$ cat src/rtl/vector_frame_sched.sv
// Frame scheduler for the vector display: one pass per refresh period, double-buffer bank swap between passes.
// Optional pass watchdog enabled by defining VFS_WATCHDOG_EN.
module vector_frame_sched #(
  parameter int unsigned FRAME_TICKS = 65536,
  parameter int unsigned CNT_WIDTH   = 17,
  parameter int unsigned WDOG_TICKS  = 60000
) (
  input  logic clk,
  input  logic rst,
  input  logic wr_frame_done,
  input  logic draw_frame_end,
  input  logic draw_busy,
  output logic frame_start,
  output logic disp_enable,
  output logic rd_bank,
  output logic wr_bank,
  output logic swap_ack,
  output logic overrun,
  output logic wdog_err
);

  localparam logic [CNT_WIDTH-1:0] RELOAD = CNT_WIDTH'(FRAME_TICKS - 1);

  typedef enum logic [1:0] {
    ST_WAIT  = 2'd0,
    ST_START = 2'd1,
    ST_DRAW  = 2'd2,
    ST_SWAP  = 2'd3
  } state_e;

  state_e               state_q;
  logic [CNT_WIDTH-1:0] cnt_q;
  logic                 tick_q;
  logic                 pend_swap_q;
  logic                 pend_tick_q;
`ifdef VFS_WATCHDOG_EN
  localparam logic [CNT_WIDTH-1:0] WDOG_LAST = CNT_WIDTH'(WDOG_TICKS - 1);
  logic [CNT_WIDTH-1:0] wd_q;
`endif

  // draw_busy is status only: enable changes are driven solely by pass boundaries
  logic unused_ok;
`ifdef VFS_WATCHDOG_EN
  assign unused_ok = draw_busy;
`else
  assign unused_ok = ^{draw_busy, CNT_WIDTH'(WDOG_TICKS)};
`endif

  always_ff @(posedge clk) begin
    if (!rst) begin
      state_q     <= ST_WAIT;
      cnt_q       <= RELOAD;
      tick_q      <= 1'b0;
      pend_swap_q <= 1'b0;
      pend_tick_q <= 1'b0;
      frame_start <= 1'b0;
      disp_enable <= 1'b0;
      rd_bank     <= 1'b0;
      wr_bank     <= 1'b1;
      swap_ack    <= 1'b0;
      overrun     <= 1'b0;
      wdog_err    <= 1'b0;
`ifdef VFS_WATCHDOG_EN
      wd_q        <= '0;
`endif
    end else begin
      frame_start <= 1'b0;
      swap_ack    <= 1'b0;

      // Registered tick keeps the first tick exactly FRAME_TICKS cycles after release
      tick_q <= (cnt_q == '0);
      cnt_q  <= (cnt_q == '0) ? RELOAD : cnt_q - 1'b1;

      // A second completion before the swap, or one during the swap cycle, is dropped
      if (wr_frame_done && !pend_swap_q && (state_q != ST_SWAP)) begin
        pend_swap_q <= 1'b1;
      end

      case (state_q)
        ST_WAIT: begin
          if (tick_q || pend_tick_q) begin
            state_q     <= ST_START;
            frame_start <= 1'b1;
            disp_enable <= 1'b1;
            pend_tick_q <= 1'b0;
`ifdef VFS_WATCHDOG_EN
            wd_q        <= '0;
`endif
          end
        end
        ST_START: begin
          state_q <= ST_DRAW;
`ifdef VFS_WATCHDOG_EN
          wd_q    <= wd_q + 1'b1;
`endif
        end
        ST_DRAW: begin
          if (tick_q) begin
            overrun     <= 1'b1;
            pend_tick_q <= 1'b1;
          end
          if (draw_frame_end) begin
            disp_enable <= 1'b0;
            state_q     <= pend_swap_q ? ST_SWAP : ST_WAIT;
          end
`ifdef VFS_WATCHDOG_EN
          else if (wd_q == WDOG_LAST) begin
            // Abort keeps the pending swap for the next completed pass
            disp_enable <= 1'b0;
            wdog_err    <= 1'b1;
            state_q     <= ST_WAIT;
          end else begin
            wd_q <= wd_q + 1'b1;
          end
`endif
        end
        ST_SWAP: begin
          rd_bank     <= ~rd_bank;
          wr_bank     <= rd_bank;
          swap_ack    <= 1'b1;
          pend_swap_q <= 1'b0;
          state_q     <= ST_WAIT;
          if (tick_q) begin
            pend_tick_q <= 1'b1;
          end
        end
        default: state_q <= ST_WAIT;
      endcase
    end
  end

endmodule

$ cat config.mk
export PLATFORM = sky130hd
export DESIGN_NAME = vector_frame_sched
export DESIGN_NICKNAME = d
export VERILOG_FILES = /design/src/rtl/vector_frame_sched.sv
export SDC_FILE = /design/constraint.sdc
export NUM_CORES = 1
export LEC_CHECK = 0
export CAP_MARGIN = 20
export CORE_UTILIZATION = 53
export CTS_CLUSTER_DIAMETER = 80
export DETAILED_ROUTE_END_ITERATION = 8
export PLACE_DENSITY = 0.76
export SLEW_MARGIN = 20
export SYNTH_ARGS = -nofsm -noshare
export SYNTH_HDL_FRONTEND = slang
export SYNTH_SLANG_ARGS = --single-unit
$ cat constraint.sdc
create_clock -name clk -period 2 [get_ports clk]
set_input_delay 0.3 -clock clk [delete_from_list [all_inputs] [get_ports clk]]
set_output_delay 0.3 -clock clk [all_outputs]
set_load 0.05 [all_outputs]
==> results by group <==
Global route
  • Initial antenna violation count: 0
  • Global-route wire length before repair: 2.77 mm
  • Pin count of the biggest net entering global routing: 15
  • Number of global-route vias before repair: 671
  • Total grt overflow: 0
  • Global-route usage over all layers: 18.5%

Critical path
  • Maximum fanout count along the critical path: 3
  • Worst reg2reg endpoint: cnt_q[14]$_SDFF_PP1_
  • Critical path launch point type: flip-flop
  • CP cell instances: clkdlybuf4s50_1
  • Arrival time at the worst endpoint: 1.52 ns
  • Reg2reg start: cnt_q[9]$_SDFF_PP1_
  • Crit path max-delay family: buffers and inverters
  • Req. time, crit path: 1.70 ns
  • Max incr delay on CP: 0.81 ns
  • Flop-to-flop setup slack: 0.23 ns
  • Number of cells on the worst reg-to-reg path: 4
  • Cell with the biggest individual delay on the critical path: clkdlybuf4s50_1
  • Worst Setup End Kind: output port
  • Buffer and inverter count on the worst path: 1
  • Setup CP Type: reg2out

Place
  • HPWL after detailed placement: 1.41 mm
  • Port Buf Inserts: 9
  • Final weighted congestion in routability-driven placement: 0.703

Run status
  • Outcome: complete, no violations

Clock network
  • H-tree depth: 1
  • Resized Gates After CTS: 0
  • Clock tree sinks: 28
  • Clock buffer depth: 2
  • Cell chosen for the clock root: clkbuf_4
  • Clock transition at the registers of the reported paths: 0.13 ns
  • Number of clock buffers inserted by TritonCTS: 3
  • Source-to-sink clock delay at the later pin of the worst-skew pair: 0.32 ns
  • Hold Buf Count CTS: 0
  • TritonCTS clock tree: done
  • Number of setup buffers added after CTS: 0

Detailed routing
  • Total length of routed wires: 1.87 mm
  • Number of design rule violations left after detail routing: 0
  • First-iteration detailed-routing DRC count: 11
  • Wire per inst: 11.8 um
  • Length of the first detailed-routing pass in iterations: 4
  • Detailed-route via count: 832
  • Detail Route Antenna Nets: 0
  • Post-detailed-route via-to-cell ratio: 5.27

Cells and area
  • Layout Area Growth over Synthesis: 13.0%
  • Number of diodes: 0
  • NumNets Final: 139
  • Share of post-route cells with drive strength above 1: 8.40%

Yosys
  • Total nets after synthesis: 126
  • Total number of yosys warnings: 0
  • Number of distinct standard cells referenced by the synthesized netlist: 32
  • Dominant cell type by area after synthesis: dfxtp_1
  • Synth top area cells: dfxtp_1, xor2_1, nand2_1
  • Flops & latches, synth: 28
  • Synth Cell Area: 1100 sq um
  • Fraction of post-synthesis cell area in the top cell type by area: 51.0%
  • Post-synthesis instance total: 120
  • Sequential share of the synthesized area: 51.0%
  • Post-Synthesis Mean Instance Area: 9.17 sq um

Floorplanning
  • Die ar.: 2260 sq um
  • Core Region: 1960 sq um
  • Effective utilization at floorplan: 56.1%
  • Chip width: 47.6 um
  • Number of rows in the core area: 16
  • Floorplan die height: 47.6 um
  • I/O pin count: 12

Timing
  • Final setup vio count: 0
  • Fin Hold WS: 0.433 ns
  • Number of hold violations in the final report: 0
  • Clock period minus worst slack: 1.82 ns
  • Max transition margin: 64.9%
  • Final Max Tran Viols: 0
  • Setup Total Neg Slack: 0 ns
  • Transition time at the pin with the least slew margin: 0.522 ns
  • Clk_skew: 0.00631 ns
  • Max Freq: 549 MHz
  • Portion of the clock cycle consumed by the worst path in the final layout: 91.0%
  • Unrepaired setup endpoints after global routing: false

Power
  • Power per Cell Area: 667 nW/um^2
  • Leakage: 0.000464 uW
  • Peak supply drop: 0.462 mV

Min path
  • Hold path endpoint: cnt_q[0]$_SDFF_PP1_
  • Source of the worst hold timing path: cnt_q[0]$_SDFF_PP1_
  • Hold path depth: 1
  • Class of the most critical hold timing path: reg2reg

Run
  • MaxCap Viol Count: 0
[registers in the layout (all words and copies together) (netlist names)]
signal       cells
cnt_q           17
disp_enable      1
frame_start      1
overrun          1
pend_swap_q      1
pend_tick_q      1
rd_bank          1
state_q          2
swap_ack         1
tick_q           1
wr_bank          1
[power breakdown]
part	internal (uW)	switching, uW
combinational	15.0	22.1
sequential	564	6.38
clock	70.6	151
total	650	179
[worst register-to-register path, delay by kind of cell (launching register included)]
kind          cells  cell delay, ns
flops             1            0.35
simple gates      4            1.37
[area by class of cell]
class	instances	area [sq um]
well taps	27	33.8
fillers	198	719
flip-flops and latches	28	561
clock buffers	3	22.5
inverters	4	15.0
multi-input cells	84	498
repair buffers	12	113
[layer usage]
metal | vias to the layer above | global-route usage, % | share of wire, %
li1 | 432 | - | -
met5 | - | 0 | 0
met2 | 7 | 31.0 | 50
met4 | 0 | 11.7 | 1.8
met3 | 4 | 4.53 | 1.8
met1 | 389 | 21.3 | 46
[synth_stat cells (all sizes together)]
| library cell | instances |
|---|---|
| nor4 | 3 |
| xor2 | 9 |
| o31a | 1 |
| ha | 1 |
| or2 | 1 |
| nand3b | 1 |
| inv | 4 |
| nand2b | 2 |
| o21bai | 1 |
| or3 | 3 |
| o21ai | 7 |
| buf | 2 |
| nor3 | 1 |
| clkbuf | 2 |
| o31ai | 2 |
| xnor2 | 1 |
| nor2 | 13 |
| or4 | 1 |
| a21oi | 5 |
| a31oi | 1 |
| dfxtp | 28 |
| conb | 1 |
| nor2b | 1 |
| nand2 | 17 |
| nand4 | 1 |
| nand4b | 2 |
| nand3 | 7 |
| o41ai | 1 |
| o211a | 1 |
[through the flow]
stage / worst slack, ns / area [sq um] / util [%] / power [uW] / std cells
after CTS: 0.156 / 1240 / 63.3 / 841 / 158
final: 0.180 / 1240 / 63.3 / 829 / 158
after floorplan: 0.396 / 1100 / - / 609 / 120
after global routing: 0.0965 / 1240 / 63.3 / 864 / 158
after detailed placement: 0.233 / 1220 / 62.2 / 621 / 155
after global placement: 0.300 / 1220 / 62.2 / 620 / 155
[logic make-up after synthesis]
group	after synthesis	share of synthesized area, %
DFF	28	51.0
other	1	0.341
adders and majority gates	1	1.14
and+or+nand+nor	53	25.1
buffers and inverters	8	3.75
AOI/OAI and AO/OA	19	10.7
xor gates and xnor gates	10	7.96
[worst max-delay path by stage]
stage / start / end / slack (ns) / cells after the start
global route: cnt_q[9]$_SDFF_PP1_ / cnt_q[14]$_SDFF_PP1_ / 0.1 / 4
CTS: rd_bank$_SDFFE_PN0P_ / rd_bank / 0.16 / 1
detailed placement: cnt_q[9]$_SDFF_PP1_ / cnt_q[14]$_SDFF_PP1_ / 0.23 / 4
floorplan: cnt_q[4]$_SDFF_PP1_ / cnt_q[5]$_SDFF_PP1_ / 0.40 / 5
finish: rd_bank$_SDFFE_PN0P_ / rd_bank / 0.18 / 1
global placement: cnt_q[9]$_SDFF_PP1_ / cnt_q[13]$_SDFF_PP1_ / 0.30 / 4
[placed cells by master, fill, tap and decap left out]
master,synthesis,final
a21oi_1,5,5
nand3_1,7,7
xnor2_1,1,1
nand2_1,17,17
nor2_1,13,13
o41ai_1,1,1
nor2b_1,1,1
o211a_1,1,1
dfxtp_1,28,28
buf_4,1,3
o31ai_1,2,2
nor4_1,2,2
inv_1,4,4
nand4b_1,2,2
clkbuf_4,0,3
nor4_4,1,1
clkdlybuf4s50_1,0,9
o31a_2,1,1
nand2b_1,2,2
o21ai_0,7,7
nand4_2,1,1
or3_2,1,1
or4_1,1,1
ha_1,1,1
conb_1,1,1
nand3b_1,1,1
nor3_1,1,1
a31oi_1,1,1
o21bai_1,1,1
xor2_1,9,9
or2_2,1,1
or3_1,2,2
No activity file was read; power rests on OpenSTA's default activity.
